==> src/rtl/game_pkg.sv <==
// game_pkg: types and defaults shared by the game blocks.
//   hp_state_t    per-entity health state
//   BOSS_MAX_HP   default restart HP
//   BAR_*_DEF     default HP bar geometry and colour
//   bar_row_top() top row of the stacked bar with a given index
package game_pkg;

  typedef enum logic [1:0] {
    HP_ALIVE = 2'd0,
    HP_HURT  = 2'd1,
    HP_DEAD  = 2'd2
  } hp_state_t;

  localparam int          BOSS_MAX_HP    = 100;
  localparam int          IFRAME_CYC_DEF = 16;
  localparam int          BAR_W_DEF      = 100;
  localparam int          BAR_H_DEF      = 8;
  localparam int          BAR_GAP_DEF    = 4;
  localparam int          BAR_Y0_DEF     = 10;
  localparam logic [11:0] BAR_RGB_DEF    = 12'hF00;

  function automatic int bar_row_top(input int idx, input int y0, input int h, input int gap);
    return y0 + idx * (h + gap);
  endfunction

endpackage

==> src/rtl/vga_pkg.sv <==
// vga_pkg: display geometry shared by the VGA render chain.
package vga_pkg;

  localparam int HOR_PIXELS = 800;
  localparam int VER_PIXELS = 600;

endpackage

==> src/rtl/vga_if.sv <==
// vga_if: one stage of the VGA timing/pixel stream.
//   modport in  : consumer side (all fields are inputs)
//   modport out : producer side (all fields are outputs)
interface vga_if;
  logic [10:0] hcount;
  logic [10:0] vcount;
  logic        hsync;
  logic        vsync;
  logic        hblnk;
  logic        vblnk;
  logic [11:0] rgb;

  modport in  (input  hcount, vcount, hsync, vsync, hblnk, vblnk, rgb);
  modport out (output hcount, vcount, hsync, vsync, hblnk, vblnk, rgb);
endinterface

==> src/rtl/entity_hp_fsm.sv <==
// entity_hp_fsm: health of a single entity.
//   clk, rst           clock, synchronous active-high reset
//   restart            level; reload to MAX_HP / ALIVE
//   active             game is running (damage and iframe countdown enabled)
//   hit, dmg           hit strobe and damage amount
//   remote_valid/_hp   HP sample from player 2, merged with min()
//   hp                 registered current HP
//   state              current FSM state (also used for debug/checkers)
//   dead, death_pulse  DEAD level and one-cycle strobe on entry to DEAD
module entity_hp_fsm
  import game_pkg::*;
#(
  parameter int HP_W       = 8,
  parameter int MAX_HP     = BOSS_MAX_HP,
  parameter int IFRAME_CYC = IFRAME_CYC_DEF
) (
  input  logic            clk,
  input  logic            rst,
  input  logic            restart,
  input  logic            active,
  input  logic            hit,
  input  logic [HP_W-1:0] dmg,
  input  logic            remote_valid,
  input  logic [HP_W-1:0] remote_hp,
  output logic [HP_W-1:0] hp,
  output hp_state_t       state,
  output logic            dead,
  output logic            death_pulse
);

  // Counter holds IFRAME_CYC-1 down to 0, so HURT spans IFRAME_CYC cycles.
  localparam int CNT_W = (IFRAME_CYC > 1) ? $clog2(IFRAME_CYC) : 1;

  hp_state_t        state_q, state_d;
  logic [HP_W-1:0]  hp_q, hp_d;
  logic [CNT_W-1:0] cnt_q, cnt_d;
  logic             pulse_q, pulse_d;
  logic             hit_ok;
  logic [HP_W-1:0]  nh;
  logic [HP_W-1:0]  cand;

  always_ff @(posedge clk) begin
    if (rst || restart) begin
      state_q <= HP_ALIVE;
      hp_q    <= HP_W'(MAX_HP);
      cnt_q   <= '0;
      pulse_q <= 1'b0;
    end else begin
      state_q <= state_d;
      hp_q    <= hp_d;
      cnt_q   <= cnt_d;
      pulse_q <= pulse_d;
    end
  end

  always_comb begin
    hit_ok  = (state_q == HP_ALIVE) && hit && (dmg != '0) && active;
    nh      = (dmg >= hp_q) ? '0 : hp_q - dmg;
    cand    = hit_ok ? nh : hp_q;
    state_d = state_q;
    hp_d    = hp_q;
    cnt_d   = cnt_q;
    pulse_d = 1'b0;
    case (state_q)
      HP_ALIVE, HP_HURT: begin
        // Remote merge applies whatever game_active is; it never starts iframes.
        hp_d = (remote_valid && (remote_hp < cand)) ? remote_hp : cand;
        if ((state_q == HP_HURT) && active) begin
          if (cnt_q == '0) state_d = HP_ALIVE;
          else             cnt_d   = cnt_q - 1'b1;
        end
        if (hp_d == '0) begin
          state_d = HP_DEAD;
          pulse_d = 1'b1;
          cnt_d   = '0;
        end else if (hit_ok && (IFRAME_CYC > 0)) begin
          state_d = HP_HURT;
          cnt_d   = CNT_W'(IFRAME_CYC - 1);
        end
      end
      default: begin
        state_d = HP_DEAD;
        hp_d    = '0;
      end
    endcase
  end

  assign hp          = hp_q;
  assign state       = state_q;
  assign dead        = (state_q == HP_DEAD);
  assign death_pulse = pulse_q;

endmodule

==> src/rtl/entity_hp_bank.sv <==
// entity_hp_bank: HP manager for N_ENT entities plus stacked HP bar overlay.
//   clk, rst        clock, synchronous active-high reset
//   restart         level; reloads every entity (priority below rst only)
//   game_active     damage, iframe countdown and bars enabled only when == 1
//   hit, dmg        per-entity hit strobe and damage, dmg[i*HP_W +: HP_W]
//   remote_valid    remote_hp is valid this cycle; valid-only, there is no
//                   ready: the sample is consumed in every cycle valid is high
//   remote_hp       player 2 HP, same packing as dmg, merged with min()
//   vga_in/vga_out  VGA stream, every field delayed exactly one cycle
//   hp              registered HP per entity, same packing as dmg
//   dead            per-entity DEAD level
//   death_pulse     per-entity one-cycle strobe on entry to DEAD
//   ent_state       per-entity hp_state_t, ent_state[i*2 +: 2]
// Optional macro ENT_HP_FLASH_EN: bar drawn white while HURT, not drawn when DEAD.
module entity_hp_bank
  import game_pkg::*;
  import vga_pkg::*;
#(
  parameter int          N_ENT      = 2,
  parameter int          HP_W       = 8,
  parameter int          MAX_HP     = BOSS_MAX_HP,
  parameter int          IFRAME_CYC = IFRAME_CYC_DEF,
  parameter int          BAR_W      = BAR_W_DEF,
  parameter int          BAR_H      = BAR_H_DEF,
  parameter int          BAR_GAP    = BAR_GAP_DEF,
  parameter int          BAR_X      = HOR_PIXELS - BAR_W - 10,
  parameter int          BAR_Y0     = BAR_Y0_DEF,
  parameter logic [11:0] BAR_RGB    = BAR_RGB_DEF
) (
  input  logic                  clk,
  input  logic                  rst,
  input  logic                  restart,
  input  logic [1:0]            game_active,
  input  logic [N_ENT-1:0]      hit,
  input  logic [N_ENT*HP_W-1:0] dmg,
  input  logic                  remote_valid,
  input  logic [N_ENT*HP_W-1:0] remote_hp,
  vga_if.in                     vga_in,
  vga_if.out                    vga_out,
  output logic [N_ENT*HP_W-1:0] hp,
  output logic [N_ENT-1:0]      dead,
  output logic [N_ENT-1:0]      death_pulse,
  output logic [N_ENT*2-1:0]    ent_state
);

  localparam int BW_W   = $clog2(BAR_W + 1);
  localparam int PROD_W = HP_W + BW_W;

  logic                  active;
  logic [N_ENT*BW_W-1:0] bw_flat;
  logic [11:0]           pix_rgb;

  assign active = (game_active == 2'd1);

  for (genvar i = 0; i < N_ENT; i++) begin : g_ent
    hp_state_t       st;
    logic [BW_W-1:0] bw_q;
    logic [PROD_W-1:0] prod;

    entity_hp_fsm #(
      .HP_W      (HP_W),
      .MAX_HP    (MAX_HP),
      .IFRAME_CYC(IFRAME_CYC)
    ) u_fsm (
      .clk         (clk),
      .rst         (rst),
      .restart     (restart),
      .active      (active),
      .hit         (hit[i]),
      .dmg         (dmg[i*HP_W +: HP_W]),
      .remote_valid(remote_valid),
      .remote_hp   (remote_hp[i*HP_W +: HP_W]),
      .hp          (hp[i*HP_W +: HP_W]),
      .state       (st),
      .dead        (dead[i]),
      .death_pulse (death_pulse[i])
    );

    assign ent_state[i*2 +: 2] = st;

    // Product is wide enough for BAR_W*(2**HP_W-1); quotient never exceeds BAR_W.
    assign prod = PROD_W'(BAR_W) * PROD_W'(hp[i*HP_W +: HP_W]);

    always_ff @(posedge clk) begin
      if (rst || restart) bw_q <= BW_W'(BAR_W);
      else                bw_q <= BW_W'(prod / PROD_W'(MAX_HP));
    end

    assign bw_flat[i*BW_W +: BW_W] = bw_q;
  end

  always_comb begin
    pix_rgb = vga_in.rgb;
    if (active) begin
      for (int i = 0; i < N_ENT; i++) begin
        if ((int'(vga_in.vcount) >= bar_row_top(i, BAR_Y0, BAR_H, BAR_GAP)) &&
            (int'(vga_in.vcount) <  bar_row_top(i, BAR_Y0, BAR_H, BAR_GAP) + BAR_H) &&
            (int'(vga_in.hcount) >= BAR_X) &&
            (int'(vga_in.hcount) <  BAR_X + int'(bw_flat[i*BW_W +: BW_W]))) begin
`ifdef ENT_HP_FLASH_EN
          if (!dead[i]) pix_rgb = (ent_state[i*2 +: 2] == HP_HURT) ? 12'hFFF : BAR_RGB;
`else
          pix_rgb = BAR_RGB;
`endif
        end
      end
    end
  end

  always_ff @(posedge clk) begin
    if (rst) begin
      vga_out.hcount <= '0;
      vga_out.vcount <= '0;
      vga_out.hsync  <= 1'b0;
      vga_out.vsync  <= 1'b0;
      vga_out.hblnk  <= 1'b0;
      vga_out.vblnk  <= 1'b0;
      vga_out.rgb    <= '0;
    end else begin
      vga_out.hcount <= vga_in.hcount;
      vga_out.vcount <= vga_in.vcount;
      vga_out.hsync  <= vga_in.hsync;
      vga_out.vsync  <= vga_in.vsync;
      vga_out.hblnk  <= vga_in.hblnk;
      vga_out.vblnk  <= vga_in.vblnk;
      vga_out.rgb    <= pix_rgb;
    end
  end

endmodule

==> src/flat_wrapper.sv <==
// flat-port wrapper written by rule: the top's interface ports become plain ports
module entity_hp_bank_flat import game_pkg::*; import vga_pkg::*;
#(
  parameter int          N_ENT      = 2,
  parameter int          HP_W       = 8,
  parameter int          MAX_HP     = BOSS_MAX_HP,
  parameter int          IFRAME_CYC = IFRAME_CYC_DEF,
  parameter int          BAR_W      = BAR_W_DEF,
  parameter int          BAR_H      = BAR_H_DEF,
  parameter int          BAR_GAP    = BAR_GAP_DEF,
  parameter int          BAR_X      = HOR_PIXELS - BAR_W - 10,
  parameter int          BAR_Y0     = BAR_Y0_DEF,
  parameter logic [11:0] BAR_RGB    = BAR_RGB_DEF
)
  (clk, rst, restart, game_active, hit, dmg, remote_valid, remote_hp, hp, dead, death_pulse, ent_state, vga_in_hcount, vga_in_vcount, vga_in_hsync, vga_in_vsync, vga_in_hblnk, vga_in_vblnk, vga_in_rgb, vga_out_hcount, vga_out_vcount, vga_out_hsync, vga_out_vsync, vga_out_hblnk, vga_out_vblnk, vga_out_rgb);
  vga_if vga_in_i ();
  vga_if vga_out_i ();
  input  logic clk;
  input  logic rst;
  input  logic restart;
  input  logic [1:0] game_active;
  input  logic [N_ENT-1:0] hit;
  input  logic [N_ENT*HP_W-1:0] dmg;
  input  logic remote_valid;
  input  logic [N_ENT*HP_W-1:0] remote_hp;
  output logic [N_ENT*HP_W-1:0] hp;
  output logic [N_ENT-1:0] dead;
  output logic [N_ENT-1:0] death_pulse;
  output logic [N_ENT*2-1:0] ent_state;
  input wire logic [$bits(vga_in_i.hcount)-1:0] vga_in_hcount;
  input wire logic [$bits(vga_in_i.vcount)-1:0] vga_in_vcount;
  input wire logic [$bits(vga_in_i.hsync)-1:0] vga_in_hsync;
  input wire logic [$bits(vga_in_i.vsync)-1:0] vga_in_vsync;
  input wire logic [$bits(vga_in_i.hblnk)-1:0] vga_in_hblnk;
  input wire logic [$bits(vga_in_i.vblnk)-1:0] vga_in_vblnk;
  input wire logic [$bits(vga_in_i.rgb)-1:0] vga_in_rgb;
  output wire logic [$bits(vga_out_i.hcount)-1:0] vga_out_hcount;
  output wire logic [$bits(vga_out_i.vcount)-1:0] vga_out_vcount;
  output wire logic [$bits(vga_out_i.hsync)-1:0] vga_out_hsync;
  output wire logic [$bits(vga_out_i.vsync)-1:0] vga_out_vsync;
  output wire logic [$bits(vga_out_i.hblnk)-1:0] vga_out_hblnk;
  output wire logic [$bits(vga_out_i.vblnk)-1:0] vga_out_vblnk;
  output wire logic [$bits(vga_out_i.rgb)-1:0] vga_out_rgb;
  assign vga_in_i.hcount = vga_in_hcount;
  assign vga_in_i.vcount = vga_in_vcount;
  assign vga_in_i.hsync = vga_in_hsync;
  assign vga_in_i.vsync = vga_in_vsync;
  assign vga_in_i.hblnk = vga_in_hblnk;
  assign vga_in_i.vblnk = vga_in_vblnk;
  assign vga_in_i.rgb = vga_in_rgb;
  assign vga_out_hcount = vga_out_i.hcount;
  assign vga_out_vcount = vga_out_i.vcount;
  assign vga_out_hsync = vga_out_i.hsync;
  assign vga_out_vsync = vga_out_i.vsync;
  assign vga_out_hblnk = vga_out_i.hblnk;
  assign vga_out_vblnk = vga_out_i.vblnk;
  assign vga_out_rgb = vga_out_i.rgb;
  entity_hp_bank #(.N_ENT(N_ENT), .HP_W(HP_W), .MAX_HP(MAX_HP), .IFRAME_CYC(IFRAME_CYC), .BAR_W(BAR_W), .BAR_H(BAR_H), .BAR_GAP(BAR_GAP), .BAR_X(BAR_X), .BAR_Y0(BAR_Y0), .BAR_RGB(BAR_RGB)) u_core (.clk(clk), .rst(rst), .restart(restart), .game_active(game_active), .hit(hit), .dmg(dmg), .remote_valid(remote_valid), .remote_hp(remote_hp), .vga_in(vga_in_i), .vga_out(vga_out_i), .hp(hp), .dead(dead), .death_pulse(death_pulse), .ent_state(ent_state));
endmodule
==> config.mk <==
export PLATFORM = sky130hd
export DESIGN_NAME = entity_hp_bank_flat
export DESIGN_NICKNAME = d
export VERILOG_FILES = /design/src/rtl/game_pkg.sv /design/src/rtl/vga_pkg.sv /design/src/rtl/vga_if.sv /design/src/rtl/entity_hp_fsm.sv /design/src/rtl/entity_hp_bank.sv /design/src/flat_wrapper.sv
export SDC_FILE = /design/constraint.sdc
export NUM_CORES = 1
export LEC_CHECK = 0
export ABC_AREA = 1
export CORE_ASPECT_RATIO = 1.75
export CORE_MARGIN = 1
export CORE_UTILIZATION = 35
export CTS_BUF_LIST = sky130_fd_sc_hd__clkbuf_4 sky130_fd_sc_hd__clkbuf_8
export CTS_CLUSTER_DIAMETER = 150
export DETAILED_ROUTE_END_ITERATION = 8
export REMOVE_ABC_BUFFERS = 1
export SETUP_SLACK_MARGIN = 0.5
export SLEW_MARGIN = 20
export SYNTH_ARGS = -nofsm -noshare
export SYNTH_HDL_FRONTEND = slang
export SYNTH_SLANG_ARGS = --single-unit
==> constraint.sdc <==
create_clock -name clk -period 9.25 [get_ports clk]
set_input_delay 1.85 -clock clk [delete_from_list [all_inputs] [get_ports clk]]
set_output_delay 1.85 -clock clk [all_outputs]
set_load 0.05 [all_outputs]
# ---- Yosys cells after proc, flatten, opt, wreduce, memory -nomap -nowiden
# Index checks and enable logic that the tools add are counted.
dict set report op_classes {
  n_eq_ne 11
  n_div 2
  magnitude_cmp 11
  muxes 31
  n_bitwise 2
  multipliers 2
  n_reduce_logical 43
  addsub 6
}
# op n
set op_table {}
lappend op_table {{< comparator 12 x 32 -> 1 bit} 2}
lappend op_table {{2-to-1 mux 8 bit} 6}
lappend op_table {{2-to-1 mux 12 bit} 3}
lappend op_table {{2-to-1 mux 4 bit} 8}
lappend op_table {{divider 15 x 7 -> 15 bit, second input constant} 2}
lappend op_table {{multiplier 5 x 8 -> 13 bit, first input constant} 2}
lappend op_table {{adder 10 x 7 -> 11 bit, first input constant} 2}
lappend op_table {{< comparator 11 x 5 -> 1 bit, second input constant} 2}
lappend op_table {{2-to-1 mux 2 bit} 10}
lappend op_table {{>= comparator 8 bit} 2}
lappend op_table {{logical AND 1 bit} 16}
lappend op_table {{logical NOT 8 bit} 2}
lappend op_table {{< comparator 8 bit} 2}
lappend op_table {{inequality test 4 bit, second input constant} 4}
lappend op_table {{nonzero test 8 bit} 2}
lappend op_table {{subtractor 8 bit} 2}
lappend op_table {{2-to-1 mux 7 bit} 2}
lappend op_table {{>= comparator 11 x 10 -> 1 bit, second input constant} 1}
lappend op_table {{>= comparator 11 x 4 -> 1 bit, second input constant} 1}
lappend op_table {{>= comparator 11 x 5 -> 1 bit, second input constant} 1}
lappend op_table {{logical NOT 4 bit} 2}
lappend op_table {{AND reduction 2 bit} 4}
lappend op_table {{nonzero test 2 bit} 4}
lappend op_table {{OR reduction 2 bit} 4}
lappend op_table {{11 further kinds} 22}
dict set report totals {
  ff_bits 82
}

# ---- Longest topological paths before layout
dict set report logic_depth {
  word_depth 11
  mapped_depth 72
  depth_no_buf 70
}

# ---- Hierarchy
# Synthesis repeated with hierarchy kept, for this count alone.
dict set report hier_totals {
  cells_unflattened 1819
  hier_area_um2 11756.3
}
# module cells_each seq_area_each_um2 instances area_each_um2
set by_module_without_submodules {}
lappend by_module_without_submodules {entity_hp_bank 1399 1041.0 1 8836.0}
lappend by_module_without_submodules {entity_hp_fsm 210 300.3 2 1460.2}

# ---- Worst setup path before layout
# Ideal clock, no wire load.
dict set report synth_path {
  kind {reg2reg}
  start {reg u_core.g_ent[1].u_fsm.hp_q[1]}
  end {reg u_core.g_ent[1].bw_q[0]}
  setup_ns 0.132
  path_slack_ns 1.171
  arrival_ns 7.947
  n_path_buf 4
  required_time_ns 9.118
  synth_period_minus_slack_ns 8.079
  stages_incl_launch_ff 63
  cell_sequence {dfxtp_1 inv_1 ha_1 ha_1 ha_1 fa_1 nor2_1 nand3_1 nor2_1 nand2_2 nand2_4 nand3_4 nand3_4 nand2_1 nand2_2 nand2_1 nor2_2 nand3_4 [27 not listed] nand3_4 nand2_2 nand2_2 nor2_2 nand2_2 nand2_4 nand2_4 nand2_1 nand2_1 nor2_2 nand2_2 nand2_2 buf_6 nand3_1 nand2_1 nand3_1 nor2_1 a21oi_1}
}
dict set report synth_via {
  elab_chain_cells 2
}
# element line_no
set synth_lines {}
lappend synth_lines {{start: declaration} entity_hp_fsm.sv:35} ;# logic [HP_W-1:0] hp_q, hp_d;
lappend synth_lines {{start signal: assignment} entity_hp_fsm.sv:45} ;# hp_q <= HP_W'(MAX_HP);
lappend synth_lines {{start signal: assignment} entity_hp_fsm.sv:50} ;# hp_q <= hp_d;
lappend synth_lines {{multiplier 5 x 8 -> 13 bit} entity_hp_bank.sv:82} ;# assign prod = PROD_W'(BAR_W) * PROD_W'(hp[i*HP_W +: HP_W]);
lappend synth_lines {{divider 15 x 7 -> 15 bit} entity_hp_bank.sv:86} ;# else bw_q <= BW_W'(prod / PROD_W'(MAX_HP));
lappend synth_lines {{end signal: assignment} entity_hp_bank.sv:85} ;# if (rst || restart) bw_q <= BW_W'(BAR_W);
lappend synth_lines {{end signal: assignment} entity_hp_bank.sv:86}
lappend synth_lines {{end: declaration} entity_hp_bank.sv:57} ;# logic [BW_W-1:0] bw_q;
# No other way between the ends.
# A chain may end at the register's enable or synchronous reset.

# ---- Final worst setup path
dict set report layout_path {
  start {reg u_core.g_ent[1].u_fsm.hp_q[2]}
  end {reg u_core.g_ent[1].bw_q[0]}
}
# Same word-level chain as after synthesis.

==> results.json <==
{
  "status": "finished, final reports clean",
  "grt_first_pass_wirelength_um": 53830,
  "max_freq_mhz": 120.5,
  "cts.path.max_buffers": 2,
  "worst_pin_slew_ns": 0.6656,
  "cts_hold_buf": 0,
  "antenna_cells": 0,
  "grt_antenna_before_repair": 1,
  "synth_common_cells": "nand2_1 (463), inv_1 (226), nor2_1 (187)",
  "hp-class": "reg -> reg",
  "maxCapViolations": 0,
  "wl_per_cell_um": 14.52,
  "synthArstFlopShare": 0,
  "drive_gt1_frac": 0.2237,
  "htree_levels": 3,
  "drt_pass1_iterations": 5,
  "drc": 0,
  "cpPeakStageDelay_ns": 0.56,
  "root_buffer": "clkbuf_8",
  "drt_wl_total_um": 34690,
  "grt_usage": 0.2103,
  "gp_congestion": 0.9208,
  "rsz0062_at_grt": "no",
  "yosysMostFrequentCell": "nand2_1",
  "num_rows": 85,
  "path_common_cell": "nand2_4",
  "synth_edf_count": 0,
  "cts_tree": "built",
  "avgViaCountPerCell": 5.069,
  "io_pins": 140,
  "fin_crit_sh": 0.8970,
  "overflow": 0,
  "cp_slowest_cell": "fa_1",
  "synth_seq_area_share": 0.1500,
  "initial_core_util": 0.3561,
  "vias": 12110,
  "clkSinkCount": 82,
  "cts_buffers": 9,
  "nNetsFinal": 2196,
  "ys_seq_elements": 82,
  "syn_avg_cell_area_um2": 6.198,
  "skew_ns": 0.008877,
  "fin_crit_ns": 8.297,
  "relSlewSlack": 0.5562,
  "ys.flop_type": "dfxtp_1",
  "cp.required_ns": 9.52,
  "syn_area_um2": 10950,
  "synth.area.top_cells": "nand2_1 (16%), dfxtp_1 (15%), ha_1 (13%), inv_1 (7.8%), nand3_1 (6.6%)",
  "finalSetupViolations": 0,
  "die_w_um": 135.7,
  "chipHeight_um": 235.9,
  "fin_cells": 2389,
  "fillers": 3137,
  "grt_max_degree": 33,
  "ys.warnings.count": 0,
  "coreArea_um2": 30740,
  "drt_iter0_drc": 536,
  "start_kind": "register",
  "layout-area-overhead-vs-synth_pct": 33.87,
  "synth_top_area_frac": 0.1588,
  "fp.dieArea_um2": 32010,
  "worst-endpoint-arrival_ns": 8.57,
  "worstSetupPathType": "reg -> reg",
  "dp_hpwl_um": 27580,
  "dp.cells": 2295,
  "numPortBuffers": 139,
  "synth_cell_type_count": 58,
  "grt_pass1_vias": 11490,
  "cp_max_fo": 8,
  "maxSlewViolCount": 0,
  "postRouteAntennaNets": 0,
  "hold_viol_final": 0,
  "clkTransAtPathRegs_ns": 0.09,
  "insertion_delay_ns": 0.40,
  "cp-end-kind": "register",
  "syn_inst": 1766,
  "yosys.area.top_type": "nand2_1"
}
-- layout make-up --
cell class	count	area [µm²]	area share
multi-input cells	1414	9184	0.6268
repair buffers	232	2138	0.1459
flip-flops and latches	82	1660	0.1133
inverters	254	973.4	0.06643
well taps	391	489.2	0.03339
clock buffers	9	123.9	0.008454
clock inverters	7	83.83	0.005721
-- placed cells by master, fill, tap and decap left out, types with 7 or more instances in the layout --
cell type and n:
a21oi_1 78, buf_4 87, clkbuf_8 9, clkdlybuf4s50_1 139, dfxtp_1 75, fa_1 7, ha_1 111, inv_1 219
inv_2 27, nand2_1 392, nand2_2 103, nand2_4 52, nand3_1 131, nand3_2 23, nand3_4 16, nand3b_1 8
nand4_1 37, nor2_1 164, nor2_2 19, nor2_4 29, nor3_1 16, nor4_1 11, o21ai_0 52, o21ai_1 10
o21ai_2 12, xnor2_1 12, xor2_1 48
-- path summary, 6_finish.rpt --
check / depth (start not counted) / end / startpoint / slack, ns
hold reg to reg: 2 / u_core.g_ent[1].u_fsm.cnt_q[1] / u_core.g_ent[1].u_fsm.cnt_q[1] / 0.49
setup reg to reg: 67 / u_core.g_ent[1].bw_q[0] / u_core.g_ent[1].u_fsm.hp[2] / 0.95
setup / recovery: 67 / u_core.g_ent[1].bw_q[0] / u_core.g_ent[1].u_fsm.hp[2] / 0.95
hold / removal: 2 / u_core.g_ent[1].u_fsm.cnt_q[1] / u_core.g_ent[1].u_fsm.cnt_q[1] / 0.49
-- critical path: cells and delay by family, from the launching register on --
family | cells | cell delay (ns)
AO/OA/AOI/OAI | 3 | 0.40
adder cells (fa/ha/maj) | 4 | 1.39
buffers and inverters | 9 | 0.79
flip-flops | 1 | 0.38
AND/OR/NAND/NOR | 51 | 5.16
-- per-stage QoR --
stage	cell area (µm²)	utilization	setup TNS, ns	setup WS (ns)	hold slack (ns)
2_1_floorplan	10800	-	0	1.068	0.4536
3_3_place_gp	12840	0.4177	-0.1101	-0.1101	0.4670
3_5_place_dp	12840	0.4177	-0.1408	-0.1408	0.4744
4_1_cts	13220	0.4301	0	0.5174	0.4893
5_1_grt	14650	0.4767	0	0.3766	0.5167
6_report	14650	0.4767	0	0.9530	0.4858
-- per-layer routing --
layer / routed length [µm] / global-route usage
met3: 746 / 0.02300
met5: 16 / 0
met1: 12070 / 0.1914
met4: 1400 / 0.09534
met2: 20460 / 0.4400
-- repair_timing --
action	in CTS	in global routing
gates resized for setup	29	226
pin swaps	6	100
gates cloned	3	3
setup endpoints to repair	2	4
buffers inserted	6	66
-- kinds of logic after synthesis --
family                     Yosys count  share of synthesized area
xor gates and xnor gates            67                    0.05430
AOI/OAI and AO/OA                  197                     0.1022
and+or+nand+nor                   1019                     0.4449
buffers and inverters              276                     0.1003
DFF                                 82                     0.1500
adders and majority gates          125                     0.1484
-- flip-flops by register name (all words and copies together) (netlist names) --
name                            count
u_core.g_ent.u_fsm.hp              16
u_core.g_ent.bw_q                  14
u_core.vga_out.rgb                 12
u_core.vga_out.hcount              11
u_core.vga_out.vcount              11
u_core.g_ent.u_fsm.cnt_q            8
u_core.g_ent.u_fsm.state            4
u_core.g_ent.u_fsm.death_pulse      2
u_core.vga_out.hblnk                1
u_core.vga_out.hsync                1
u_core.vga_out.vblnk                1
u_core.vga_out.vsync                1
Power is not shown: default switching activity piles up to over one toggle a cycle in this logic, so the estimate is an artifact.
